`config.mk`:
```
export PLATFORM = sky130hd
export DESIGN_NAME = kgp_multicycle_ctrl
export DESIGN_NICKNAME = d
export VERILOG_FILES = /design/src/rtl/kgp_ctrl_pkg.sv /design/src/rtl/kgp_opcode_class.sv /design/src/rtl/kgp_multicycle_ctrl.sv
export SDC_FILE = /design/constraint.sdc
export NUM_CORES = 1
export LEC_CHECK = 0
export ABC_AREA = 1
export CORE_ASPECT_RATIO = 2
export CORE_MARGIN = 2
export CORE_UTILIZATION = 36
export CTS_CLUSTER_SIZE = 40
export DETAILED_ROUTE_END_ITERATION = 12
export GPL_ROUTABILITY_DRIVEN = 0
export PLACE_DENSITY = 0.8
export SKIP_CTS_REPAIR_TIMING = 1
export SLEW_MARGIN = 10
export SYNTH_ARGS = -nofsm -noshare
export SYNTH_HDL_FRONTEND = slang
export SYNTH_SLANG_ARGS = --single-unit
```
`constraint.sdc`:
```
create_clock -name clk -period 1.4 [get_ports clk]
set_clock_uncertainty 0.1 [all_clocks]
set_input_delay 0.28 -clock clk [delete_from_list [all_inputs] [get_ports clk]]
set_output_delay 0.28 -clock clk [all_outputs]
set_load 0.01 [all_outputs]
```
`src/rtl/kgp_ctrl_pkg.sv`:
```
// -----------------------------------------------------------------------------
// kgp_ctrl_pkg
//   Shared definitions for the KGPRISC multi-cycle control unit:
//   opcode values, FSM state encoding and ALU-op class encodings.
// -----------------------------------------------------------------------------
package kgp_ctrl_pkg;

  // Opcode field values (6-bit opcode in the top bits of the instruction).
  localparam logic [5:0] OP_RTYPE = 6'b000000;
  localparam logic [5:0] OP_ADDI  = 6'b000100;
  localparam logic [5:0] OP_COMPI = 6'b000101;
  localparam logic [5:0] OP_LW    = 6'b000010;
  localparam logic [5:0] OP_SW    = 6'b000011;
  localparam logic [5:0] OP_CALL  = 6'b000110;
  localparam logic [5:0] OP_RET   = 6'b000111;
  // Conditional/unconditional branches occupy a contiguous range.
  localparam logic [5:0] OP_BR_LO = 6'b010000;
  localparam logic [5:0] OP_BR_HI = 6'b011001;

  // ALU operation classes seen by the ALU control decoder.
  localparam logic [1:0] ALUOP_ADD   = 2'b00;  // address add (lw/sw)
  localparam logic [1:0] ALUOP_FUNCT = 2'b01;  // R-type, decoded from funct
  localparam logic [1:0] ALUOP_IMM   = 2'b10;  // immediate operation

  // Encoding is visible on state_o, so the values are fixed.
  typedef enum logic [2:0] {
    S_IDLE   = 3'd0,
    S_FETCH  = 3'd1,
    S_DECODE = 3'd2,
    S_EXEC   = 3'd3,
    S_MEM    = 3'd4,
    S_WB     = 3'd5,
    S_TRAP   = 3'd6
  } state_e;

endpackage : kgp_ctrl_pkg

```
`src/rtl/kgp_opcode_class.sv`:
```
// -----------------------------------------------------------------------------
// kgp_opcode_class
//   Purely combinational opcode classifier. Exactly one of the is_* outputs
//   is high for any opcode; is_illegal_o covers everything not recognised.
//
// Ports
//   opcode_i      [OPCODE_W]  latched opcode
//   is_rtype_o                R-type ALU instruction
//   is_imm_o                  addi / compi
//   is_load_o                 lw
//   is_store_o                sw
//   is_branch_o               branch range OP_BR_LO..OP_BR_HI
//   is_call_o                 call
//   is_ret_o                  ret
//   is_illegal_o              none of the above
// -----------------------------------------------------------------------------
module kgp_opcode_class
  import kgp_ctrl_pkg::*;
#(
  parameter int OPCODE_W = 6
) (
  input  logic [OPCODE_W-1:0] opcode_i,
  output logic                is_rtype_o,
  output logic                is_imm_o,
  output logic                is_load_o,
  output logic                is_store_o,
  output logic                is_branch_o,
  output logic                is_call_o,
  output logic                is_ret_o,
  output logic                is_illegal_o
);

  // Size the package constants to the opcode field once, so every compare
  // below is width-matched.
  localparam logic [OPCODE_W-1:0] C_RTYPE = OPCODE_W'(OP_RTYPE);
  localparam logic [OPCODE_W-1:0] C_ADDI  = OPCODE_W'(OP_ADDI);
  localparam logic [OPCODE_W-1:0] C_COMPI = OPCODE_W'(OP_COMPI);
  localparam logic [OPCODE_W-1:0] C_LW    = OPCODE_W'(OP_LW);
  localparam logic [OPCODE_W-1:0] C_SW    = OPCODE_W'(OP_SW);
  localparam logic [OPCODE_W-1:0] C_CALL  = OPCODE_W'(OP_CALL);
  localparam logic [OPCODE_W-1:0] C_RET   = OPCODE_W'(OP_RET);
  localparam logic [OPCODE_W-1:0] C_BR_LO = OPCODE_W'(OP_BR_LO);
  localparam logic [OPCODE_W-1:0] C_BR_HI = OPCODE_W'(OP_BR_HI);

  assign is_rtype_o  = (opcode_i == C_RTYPE);
  assign is_imm_o    = (opcode_i == C_ADDI) || (opcode_i == C_COMPI);
  assign is_load_o   = (opcode_i == C_LW);
  assign is_store_o  = (opcode_i == C_SW);
  assign is_branch_o = (opcode_i >= C_BR_LO) && (opcode_i <= C_BR_HI);
  assign is_call_o   = (opcode_i == C_CALL);
  assign is_ret_o    = (opcode_i == C_RET);

  assign is_illegal_o = ~(is_rtype_o | is_imm_o | is_load_o | is_store_o |
                          is_branch_o | is_call_o | is_ret_o);

endmodule : kgp_opcode_class

```
`src/rtl/kgp_multicycle_ctrl.sv`:
```
// -----------------------------------------------------------------------------
// kgp_multicycle_ctrl
//   Multi-cycle control unit for KGPRISC. A Moore FSM sequences each
//   instruction through FETCH, DECODE, EXEC, (MEM), (WB). Data-memory
//   accesses wait for mem_ready with a bounded timeout; unknown opcodes and
//   timeouts park the block in TRAP with a sticky flag until reset.
//   All outputs decode from the registered state and latched opcode only.
//
// Ports
//   clk          system clock, rising edge
//   rst          asynchronous, active-high reset
//   start        run enable, honoured at instruction boundaries
//   instr        instruction-memory output, sampled in FETCH
//   mem_ready    data-memory completion, sampled in MEM
//   ir_write     load instruction register (FETCH)
//   pc_write     PC update (FETCH: PC+4, EXEC: branch target)
//   Branch       select branch/call/ret target in EXEC
//   MemRead      data-memory read request (lw, MEM)
//   MemWrite     data-memory write request (sw, MEM)
//   MemtoReg     write-back data comes from memory (lw, WB)
//   ALUop        ALU operation class
//   ALUsrc       ALU B operand is the immediate
//   RegWrite     register-file write enable (WB)
//   ra_RegWrite  return-address register write (call, EXEC)
//   busy         high outside IDLE and TRAP
//   illegal_op   sticky: unknown opcode trapped
//   mem_timeout  sticky: mem_ready not seen within MEM_TMO cycles
//   state_o      current FSM state, for debug
// -----------------------------------------------------------------------------
module kgp_multicycle_ctrl
  import kgp_ctrl_pkg::*;
#(
  parameter int INSTR_W  = 32,
  parameter int OPCODE_W = 6,
  parameter int ALUOP_W  = 2,
  parameter int MEM_TMO  = 15   // 1..255
) (
  input  logic               clk,
  input  logic               rst,
  input  logic               start,
  input  logic [INSTR_W-1:0] instr,
  input  logic               mem_ready,
  output logic               ir_write,
  output logic               pc_write,
  output logic               Branch,
  output logic               MemRead,
  output logic               MemWrite,
  output logic               MemtoReg,
  output logic [ALUOP_W-1:0] ALUop,
  output logic               ALUsrc,
  output logic               RegWrite,
  output logic               ra_RegWrite,
  output logic               busy,
  output logic               illegal_op,
  output logic               mem_timeout,
  output logic [2:0]         state_o
);

  // 8 bits covers the full MEM_TMO range.
  localparam int              CNT_W    = 8;
  // The counter holds the number of mem_ready=0 cycles already spent in MEM;
  // when it sits at MEM_TMO-1 and mem_ready is still low, this cycle is the
  // MEM_TMO-th miss and the access is abandoned.
  localparam logic [CNT_W-1:0] TMO_LAST = CNT_W'(MEM_TMO - 1);

  state_e              state_q, state_d;
  logic [OPCODE_W-1:0] opcode_q, opcode_d;
  logic [CNT_W-1:0]    wait_cnt_q, wait_cnt_d;
  logic                illegal_q, illegal_d;
  logic                timeout_q, timeout_d;

  logic is_rtype, is_imm, is_load, is_store;
  logic is_branch, is_call, is_ret, is_illegal;

  // Only the opcode field of the instruction is used by the control unit.
  logic unused_instr_bits;
  assign unused_instr_bits = ^instr[INSTR_W-OPCODE_W-1:0];

  kgp_opcode_class #(
    .OPCODE_W (OPCODE_W)
  ) u_opcode_class (
    .opcode_i     (opcode_q),
    .is_rtype_o   (is_rtype),
    .is_imm_o     (is_imm),
    .is_load_o    (is_load),
    .is_store_o   (is_store),
    .is_branch_o  (is_branch),
    .is_call_o    (is_call),
    .is_ret_o     (is_ret),
    .is_illegal_o (is_illegal)
  );

  // ---------------------------------------------------------------------------
  // State register
  // ---------------------------------------------------------------------------
  // NOTE: sequential state uses non-blocking assignments so every register
  // samples its _d value from before the edge, independent of block order.
  always_ff @(posedge clk or posedge rst) begin
    if (rst) begin
      state_q    <= S_IDLE;
      opcode_q   <= '0;
      wait_cnt_q <= '0;
      illegal_q  <= 1'b0;
      timeout_q  <= 1'b0;
    end else begin
      state_q    <= state_d;
      opcode_q   <= opcode_d;
      wait_cnt_q <= wait_cnt_d;
      illegal_q  <= illegal_d;
      timeout_q  <= timeout_d;
    end
  end

  // ---------------------------------------------------------------------------
  // Next-state logic
  // ---------------------------------------------------------------------------
  // NOTE: every signal driven here gets a default first, so no path through
  // the case statement can leave one unassigned and infer a latch.
  always_comb begin
    state_d    = state_q;
    opcode_d   = opcode_q;
    wait_cnt_d = '0;          // cleared whenever we are not waiting in MEM
    illegal_d  = illegal_q;
    timeout_d  = timeout_q;

    case (state_q)
      S_IDLE: begin
        if (start) state_d = S_FETCH;
      end

      S_FETCH: begin
        opcode_d = instr[INSTR_W-1 -: OPCODE_W];
        state_d  = S_DECODE;
      end

      S_DECODE: begin
        if (is_illegal) begin
          state_d   = S_TRAP;
          illegal_d = 1'b1;
        end else begin
          state_d = S_EXEC;
        end
      end

      S_EXEC: begin
        if (is_rtype || is_imm) begin
          state_d = S_WB;
        end else if (is_load || is_store) begin
          state_d = S_MEM;
        end else begin
          // Branch, call and ret finish here: instruction boundary.
          state_d = start ? S_FETCH : S_IDLE;
        end
      end

      S_MEM: begin
        // Completion is checked first so it wins over a coincident timeout.
        if (mem_ready) begin
          if (is_load) state_d = S_WB;
          else         state_d = start ? S_FETCH : S_IDLE;
        end else if (wait_cnt_q == TMO_LAST) begin
          state_d   = S_TRAP;
          timeout_d = 1'b1;
        end else begin
          wait_cnt_d = wait_cnt_q + CNT_W'(1);
        end
      end

      S_WB: begin
        state_d = start ? S_FETCH : S_IDLE;
      end

      S_TRAP: begin
        state_d = S_TRAP;     // only rst leaves TRAP
      end

      default: begin
        state_d = S_IDLE;
      end
    endcase
  end

  // ---------------------------------------------------------------------------
  // Moore outputs: registered state and latched opcode only
  // ---------------------------------------------------------------------------
  always_comb begin
    ir_write    = 1'b0;
    pc_write    = 1'b0;
    Branch      = 1'b0;
    MemRead     = 1'b0;
    MemWrite    = 1'b0;
    MemtoReg    = 1'b0;
    ALUop       = ALUOP_W'(ALUOP_ADD);
    ALUsrc      = 1'b0;
    RegWrite    = 1'b0;
    ra_RegWrite = 1'b0;

    case (state_q)
      S_FETCH: begin
        ir_write = 1'b1;
        pc_write = 1'b1;
      end

      S_EXEC: begin
        if (is_rtype) begin
          ALUop = ALUOP_W'(ALUOP_FUNCT);
        end else if (is_imm) begin
          ALUop  = ALUOP_W'(ALUOP_IMM);
          ALUsrc = 1'b1;
        end else if (is_load || is_store) begin
          ALUop  = ALUOP_W'(ALUOP_ADD);
          ALUsrc = 1'b1;
        end else if (is_branch || is_ret || is_call) begin
          Branch      = 1'b1;
          pc_write    = 1'b1;
          ra_RegWrite = is_call;
        end
      end

      S_MEM: begin
        // Address stays on the bus for the whole access.
        ALUop    = ALUOP_W'(ALUOP_ADD);
        ALUsrc   = 1'b1;
        MemRead  = is_load;
        MemWrite = is_store;
      end

      S_WB: begin
        RegWrite = 1'b1;
        MemtoReg = is_load;
      end

      default: ;
    endcase
  end

  assign busy        = (state_q != S_IDLE) && (state_q != S_TRAP);
  assign illegal_op  = illegal_q;
  assign mem_timeout = timeout_q;
  assign state_o     = state_q;

endmodule : kgp_multicycle_ctrl

```
Word level (Yosys, flattened, before mapping)
Index checks and enable logic that the tools add are counted.
Storage, ports and cells
  memories kept: 0
  RAM bits: 0
  output and inout port bits: 17
  input port bits: 36
  register bits after elaboration: 19
  latch bits: 0
  ROM bits: 0
Operators by class
  bitwise operators: 8
  equality and inequality tests: 16
  magnitude comparators: 2
  $add $sub $neg: 1
  multipliers: 0
  reduce and logical (&&, ||, !) cells: 13
  multiplexer cells: 35
  shift-type cells: 0
  divide/modulo/power cells: 0
Operators with widths (count)
  6-bit by 3-bit == test with 1-bit output (second input constant): 4
  8-bit two-way mux: 3
  3-bit two-way mux: 7
  3-bit one-hot mux with 7 select lines: 1
  1-bit two-way mux: 19
  6-bit by 2-bit == test with 1-bit output (second input constant): 2
  3-bit == test (second input constant): 3
  8-bit by 1-bit adder with 8-bit output (second input constant): 1
  8-bit by 4-bit == test with 1-bit output (second input constant): 1
  3-bit by 2-bit == test with 1-bit output (second input constant): 2
  6-bit by 5-bit >= comparator with 1-bit output (second input constant): 1
  6-bit by 5-bit <= comparator with 1-bit output (second input constant): 1
  6-bit logical NOT: 1
  2-bit two-way mux: 3
  3-bit != test (second input constant): 2
  1-bit OR: 6
  1-bit logical OR: 5
  1-bit one-hot mux with 2 select lines: 2
  2-bit AND reduction: 2
  3-bit by 1-bit == test with 1-bit output (second input constant): 1
  3-bit logical NOT: 1
  3-bit AND reduction: 1
  3-bit nonzero test: 1
  1-bit logical AND: 2
  other kinds (2): 3

Logic depth before layout (Yosys ltp)
Gate-level depths: netlist (run 1).
  depth after elaboration: 10
  depth in mapped cells: 8

Hierarchy
A second synthesis (run 1) with hierarchy kept.
Second synthesis, totals
  cell total of the unflattened synthesis: 169
  area total of the unflattened synthesis: 1178.6 µm²
By module, submodules not included
  kgp_multicycle_ctrl: instances 1, sequential area each 475.5 µm², cells an instance 144, area each 1059.8 µm²
  kgp_opcode_class: instances 1, sequential area each 0.0 µm², cells an instance 25, area each 118.9 µm²

Worst setup path before layout (run 1)
No wires, ideal clock.
  kind: register to output
  from: reg opcode_q[3]
  to: out MemtoReg
  cell stages (with the launch flop): 4
  path buffers: 0
  setup slack: -103 ps
  arrival: 1123 ps
  data required time: 1020 ps
  cell sequence: dfrtp_1 -> nor2_1 -> nand3_1 -> nor4_1
On the way
  cells in the longest elaborated chain, start to end: 2
Ends and longest elaborated chain
  from (decl): RTL line kgp_multicycle_ctrl.sv:67  | logic [OPCODE_W-1:0] opcode_q, opcode_d;
  from (signal assigned): RTL line kgp_multicycle_ctrl.sv:107  | opcode_q <= opcode_d;
  6-bit by 2-bit == test with 1-bit output: RTL line kgp_opcode_class.sv:47  | assign is_load_o = (opcode_i == C_LW);
  1-bit two-way mux: RTL line kgp_multicycle_ctrl.sv:198  | case (state_q)
  to (decl): RTL line kgp_multicycle_ctrl.sv:48  | output logic MemtoReg,
No other way between the ends.

Worst setup path in the final report (run 1)
  from: reg state_q[0] (netlist: state_o[0])
  to: out ra_RegWrite
On the way
  cells in the longest elaborated chain, start to end: 2
Ends and longest elaborated chain
  from (decl): RTL line kgp_multicycle_ctrl.sv:66  | state_e state_q, state_d;
  from (signal assigned): RTL line kgp_multicycle_ctrl.sv:106  | state_q <= state_d;
  3-bit by 2-bit == test with 1-bit output: RTL line kgp_multicycle_ctrl.sv:198
  1-bit two-way mux: RTL line kgp_multicycle_ctrl.sv:198
  to (decl): RTL line kgp_multicycle_ctrl.sv:52  | output logic ra_RegWrite,
No other way between the ends.

==> results of run 1 <==
[cell type report]
type / instances / area [um^2]
Multi-Input combinational cell: 104 / 755.7
Inverter: 20 / 75.07
Fill cell: 223 / 947.2
Clock buffer: 3 / 41.29
Sequential cell: 19 / 479.2
Timing Repair Buffer: 69 / 601.8
Tap cell: 30 / 37.54
Clock inverter: 1 / 5.005
[logic make-up (layout without fill, tap and decap cells)]
logic type,Yosys count,after routing
and+or+nand+nor,91,91
buffers and inverters,22,93
DFF,19,19
AOI/OAI and AO/OA,10,10
adders and majority gates,2,2
xor gates and xnor gates,1,1
[final timing paths]
| kind | start | end | slack [ps] |
|---|---|---|---|
| setup / recovery | state_o[0] | ra_RegWrite | -480 |
| hold / removal | rst | opcode_q[1] | 240 |
| setup reg to reg | state_o[0] | state_o[0] | -320 |
| hold reg to reg | illegal_op | illegal_op | 370 |
| max in group asynchronous | rst | opcode_q[3] | 730 |
| min in group clk | illegal_op | illegal_op | 370 |
[power by group through the flow]
stage	sequential, W	combinational, W	clock, W
finish	0.000892	0.00252	0.000405
global route	0.000906	0.00265	0.000432
CTS	0.000817	0.00168	0.000398
detailed placement	0.000829	0.00165	0
global placement	0.000819	0.00162	0
floorplan	0.000829	0.000770	0
[critical path, stage by stage (launching register included)]
cell	delay, ps
dfrtp_1	420
inv_2	100
nor3_4	290
inv_2	110
a211oi_4	150
buf_2	160
[layer usage]
| layer | vias up | wire, um |
|---|---|---|
| li1 | 604 | - |
| met1 | 635 | 1428 |
| met2 | 61 | 2449 |
| met3 | 21 | 225 |
| met4 | 0 | 167 |
| met5 | - | 0 |
[sequential cells by signal (all words and copies together) (netlist names)]
register / flops
wait_cnt_q: 8
opcode_q: 6
state_o: 3
illegal_op: 1
mem_timeout: 1
[layout by cell type (no fill, tap or decap), types with 5 or more instances in the layout]
master | synthesis | routed
buf_6 | 0 | 17
nor2_4 | 1 | 7
nor3_4 | 1 | 6
clkdlybuf4s50_1 | 0 | 9
inv_1 | 18 | 15
buf_4 | 0 | 30
nor2_2 | 2 | 6
nand2_1 | 31 | 25
inv_2 | 2 | 5
dfrtp_1 | 19 | 16
buf_2 | 2 | 8
nor2_1 | 25 | 15
nand3_2 | 2 | 5
nand3_1 | 10 | 5
[metrics by stage]
stage	power, W	std cells	setup TNS (ps)
6_report	0.003816	246	-6070
4_1_cts	0.002892	233	-11820
3_5_place_dp	0.002482	229	-6882
3_3_place_gp	0.002442	229	-6552
2_1_floorplan	0.001600	145	-164.1
5_1_grt	0.003991	246	-7900
==> summary.txt, run 1 <==
Global routing
  – Initial antenna violation count: 0
  – Vias in the first global route: 1199
  – GRT Resource Usage Total: 18.73%
  – Grt ovf: 0
  – GRT met2 Usage: 35.61%
  – Gr busiest metal: met2
  – Global Route met3 Usage: 2.198%
  – Grt met1 use: 19.26%
  – First-pass GRT wire length: 5.030 mm
  – Largest net degree at the start of global routing: 20

Timing
  – RSZ-0062 raised after global routing: true
  – Worst slew pin tran: 262.4 ps
  – Worst hold margin: 240.0 ps
  – Worst rel slew slack: 82.45%
  – Final Max Slew Viols: 0
  – Max Freq: 530.7 MHz
  – Fin crit period: 1884 ps
  – Final setup violating endpoints: 25
  – Hold Vio Cnt, Final: 0
  – Setup WS post-layout: -484.2 ps
  – Final Cycle Share: 134.6%

Power and ir drop
  – Switch share: 45.14%
  – Flop pwr share: 23.4%
  – Worst IR drop on VDD: 1.532 mV
  – Int Pwr: 0.002094 W
  – Combinational share of power: 66.0%
  – Leak Pwr: 0.9959 nW
  – Psw: 0.001722 W
  – Clock power frac: 10.6%
  – Power Dens Cells: 1912 mW/mm^2

Yosys
  – EDFF count, synth: 0
  – Synth area leaders: dfrtp_1 43%, nand2_1 11%, nor2_1 8.6%, inv_1 6.2%, nand3_1 4.6%
  – Sequential fraction of the synthesis area: 43.33%
  – Main synth FF type: dfrtp_1
  – Leading area contributor after synthesis: dfrtp_1
  – Mux contribution to synthesized area: 0%
  – Cells after synthesis: 145
  – Syn_area_per_cell: 7.568 um^2
  – Ys async rst share: 100.0%
  – Top-count cell post-synth: nand2_1
  – Synth cell count leaders: 31 x nand2_1, 25 x nor2_1, 19 x dfrtp_1, 18 x inv_1, 10 x nand3_1
  – Largest family of logic cells by synthesized area: simple AND/OR/NAND/NOR gates
  – Synth cell types: 25
  – Post-synth top area share: 43.33%
  – #FFs+latches synth: 19
  – Mapped cell area: 0.001097 mm^2
  – Post-synthesis simple-gate area fraction: 40.02%
  – Post-synthesis adder-cell area fraction: 2.281%
  – Syn nets: 183
  – Synth Warn #: 0
  – Synth Area in Compound Gates: 5.815%
  – Post-synthesis xor/xnor area fraction: 0.7982%

Clock tree
  – Clock latency on the worst-skew pair: 270 ps
  – CTS tree: built
  – Clk sinks: 19
  – CTS HTree Levels: 1
  – Worst-path clk slew: 70 ps
  – Max clock buf depth: 2
  – Root buffer cell: clkbuf_8
  – Number of CTS-inserted buffers: 3

Detailed routing
  – DRT iter0 DRCs: 80
  – Wire per inst: 17.36 um
  – Routed Antenna Nets: 0
  – Residual DRC: 0
  – Final WL: 4.271 mm
  – Vias after detailed routing: 1321
  – Pre-antenna DRT Iters: 4
  – Vias per cell: 5.370

Die
  – Chip height: 82.08 um
  – Area of the die: 0.003533 mm^2
  – Row Count: 28
  – Starting Density: 37.29%
  – Core ar.: 0.002943 mm^2
  – Chip Width: 43.04 um
  – I/O Pins: 53

Place
  – Placed wire-length estimate: 2.298 mm
  – I/O Buffers: 26
  – Place WS: -572.5 ps
  – Placed cell area: 0.001633 mm^2

Cells and area
  – Layout cells sized above 1: 50.46%
  – Antenna diodes: 0
  – Final instance area: 0.001996 mm^2
  – Area grow syn2layout: 81.87%
  – Layout Utilization: 67.81%
  – Final layout net count: 255

Worst setup path
  – Reg2Reg Depth: 10
  – CP Launch Type: flip-flop
  – Worst-path maximum fanout: 4
  – Worst Path Required: 1020 ps
  – Crit end category: output port
  – WP data arrival: 1500 ps
  – Critical path type: flip-flop to output port

Outcome
  – Failing checks: negative setup slack
  – Status: complete, but fails checks

Min path
  – Min-Delay Path Class: primary input to asynchronous set/reset pin

Run
  – Max cap viols: 0
No activity file was read; power rests on OpenSTA's default activity.
==> run 2, diff against run 1 <==
--- a/config.mk
+++ b/config.mk
@@ -5,7 +5,6 @@
 export SDC_FILE = /design/constraint.sdc
 export NUM_CORES = 1
 export LEC_CHECK = 0
-export ABC_AREA = 1
 export CORE_ASPECT_RATIO = 2
 export CORE_MARGIN = 2
 export CORE_UTILIZATION = 36
==> summary.txt, run 2 <==
Yosys
  – Syn nets: 158
  – Cells after synthesis: 120
  – Post-synth top area share: 43.73%
  – Leading area contributor after synthesis: dfrtp_1
  – Synth cell count leaders: 19 x dfrtp_1, 19 x nor2_1, 11 x nand2_1, 6 x inv_1, 6 x xor2_1
  – EDFF count, synth: 0
  – Synth area leaders: dfrtp_1 44%, nor2_1 6.6%, mux2_2 5.2%, xor2_1 4.8%, nand2_1 3.8%
  – Synth Warn #: 0
  – Sequential fraction of the synthesis area: 43.73%
  – Main synth FF type: dfrtp_1
  – Syn_area_per_cell: 9.061 um^2
  – #FFs+latches synth: 19
  – Mapped cell area: 0.001087 mm^2
  – Ys async rst share: 100.0%
  – Synth cell types: 36

Cells and area
  – Max reg flops: 8
  – Commonest non-fill, non-tap cells in the layout: 39 x buf_4, 17 x dfrtp_1, 12 x buf_6, 9 x clkdlybuf4s50_1
  – Final layout net count: 233
  – Layout cells sized above 1: 56.70%
  – Largest register by flop count: wait_cnt_q
  – Post-Layout Cell Count: 224
  – Area grow syn2layout: 85.73%
  – Commonest non-fill, non-tap cell in the layout: buf_4
  – Final instance area: 0.002019 mm^2
  – Antenna diodes: 0

Clock tree
  – CTS HTree Levels: 1
  – Clk sinks: 19
  – Number of CTS-inserted buffers: 3
  – CTS tree: built
  – Clock latency on the worst-skew pair: 250 ps
  – Root buffer cell: clkbuf_8
  – Max clock buf depth: 2
  – Worst-path clk slew: 70 ps

Worst setup path
  – WP data arrival: 1740 ps
  – Critical path type: flip-flop to output port
  – Crit path buffers/inverters: 1
  – Worst Path Required: 1020 ps
  – Crit end category: output port
  – Crit-path max cell delay: 540 ps
  – Reg2reg start: opcode_q[3]
  – CP Launch Type: flip-flop
  – Family with the most delay on the worst path: simple AND/OR/NAND/NOR gates
  – CP cell instances: or4_4 -> or2_4 -> nor3_4 -> buf_2
  – Worst setup path start: opcode_q[3]
  – Critical-path top delay cell: or4_4
  – Worst-path maximum fanout: 3

Detailed routing
  – Wire per inst: 16.85 um
  – Vias per cell: 5.393
  – DRT iter0 DRCs: 30
  – Pre-antenna DRT Iters: 4
  – Final WL: 3.774 mm
  – Routed Antenna Nets: 0
  – Vias after detailed routing: 1208
  – Residual DRC: 0

Timing
  – Final setup violating endpoints: 29
  – Max Freq: 472.4 MHz
  – Worst hold margin: 244.8 ps
  – Hold Vio Cnt, Final: 0
  – Final Cycle Share: 151.2%
  – Worst rel slew slack: 71.40%
  – Worst slew pin tran: 423.6 ps
  – Final Max Slew Viols: 0
  – Setup WS post-layout: -716.7 ps
  – RSZ-0062 raised after global routing: true
  – Fin crit period: 2117 ps

Die
  – Area of the die: 0.003503 mm^2
  – Chip height: 81.72 um
  – Chip Width: 42.86 um
  – Row Count: 28
  – I/O Pins: 53
  – Core ar.: 0.002908 mm^2
  – Starting Density: 37.39%

Place
  – Place WS: -831.4 ps
  – I/O Buffers: 26
  – Placed wire-length estimate: 2.396 mm
  – Placed cell area: 0.001693 mm^2
  – Placed Instances: 208

Power and ir drop
  – Leak Pwr: 0.9955 nW
  – Power, Total: 0.003795 W
  – Power Dens Cells: 1879 mW/mm^2
  – Worst IR drop on VDD: 1.175 mV

Global routing
  – Largest net degree at the start of global routing: 20
  – Grt ovf: 0
  – GRT Resource Usage Total: 18.89%
  – First-pass GRT wire length: 5.092 mm
  – Initial antenna violation count: 0
  – Vias in the first global route: 1184

Outcome
  – Failing checks: negative setup slack
  – Status: complete, but fails checks

Run
  – Max cap viols: 0

Min path
  – Min-Delay Path Class: primary input to asynchronous set/reset pin
==> run 2: changes by cell type in the layout (fill, tap and decap cells not counted), sizes merged, moves of 3 or more <==
cell    before  now
inv         20    6
o21ai        5    2
nor3        11    4
nor2        28   19
buf         55   60
a31oi        0    3
nand2       33   11
nand3       12    4
nand2b       0    5
mux2         0    5
xor2         0    6
==> run 2: kinds of logic after synthesis <==
group                    count (synthesis)  synth area share (%)
multiplexers                             5                 5.178
AND/OR/NAND/NOR                         57                 26.47
flip-flops                              19                 43.73
buffers and inverters                   12                 5.063
XOR/XNOR                                 8                 6.444
adder cells (fa/ha/maj)                  2                 2.301
AO/OA/AOI/OAI                           17                 10.82
==> run 2: layer usage <==
metal | up-vias | share of wire [%] | global-route usage (%)
li1 | 560 | - | -
met2 | 33 | 59 | 35.30
met5 | - | 0 | 0
met4 | 0 | 4.3 | 10.31
met3 | 16 | 2.8 | 2.637
met1 | 599 | 33 | 19.50
==> run 2: final timing paths <==
path	depth (start not counted)	to	slack (ps)
setup / recovery	4	MemtoReg	-720
hold / removal	3	wait_cnt_q[1]	240
min in group clk	1	illegal_op	370
max in group asynchronous	3	opcode_q[1]	740
setup reg to reg	4	state_o[0]	-470
hold reg to reg	1	illegal_op	370
==> run 2: worst register-to-register path, delay by kind of cell (launching register included) <==
kind	cells	cell delay (ps)
flip-flops	1	420
AND/OR/NAND/NOR	2	830
AO/OA/AOI/OAI	2	470
==> run 2: layout make-up <==
| cell class | instances | area [um^2] |
|---|---|---|
| fill | 207 | 888.4 |
| multi-input combinational | 89 | 784.5 |
| timing repair buffer | 76 | 650.6 |
| sequential | 19 | 478.0 |
| clock buffer | 3 | 41.29 |
| tap | 30 | 37.54 |
| inverter | 6 | 22.52 |
| clock inverter | 1 | 5.005 |
==> run 2: through the flow <==
step	utilization (%)	TNS, ps
floorplan	-	-2909
finish	69.45	-11090
CTS	59.81	-16670
detailed placement	58.22	-11850
global placement	58.22	-11110
global route	69.45	-12390
==> run 2: power by group <==
group / total (W) / leakage (nW) / switching, W / internal [W]
logic: 0.00256 / 0.729 / 0.00119 / 0.00138
clock network: 0.000377 / 0.0255 / 0.000179 / 0.000198
registers: 0.000854 / 0.241 / 0.000163 / 0.000691
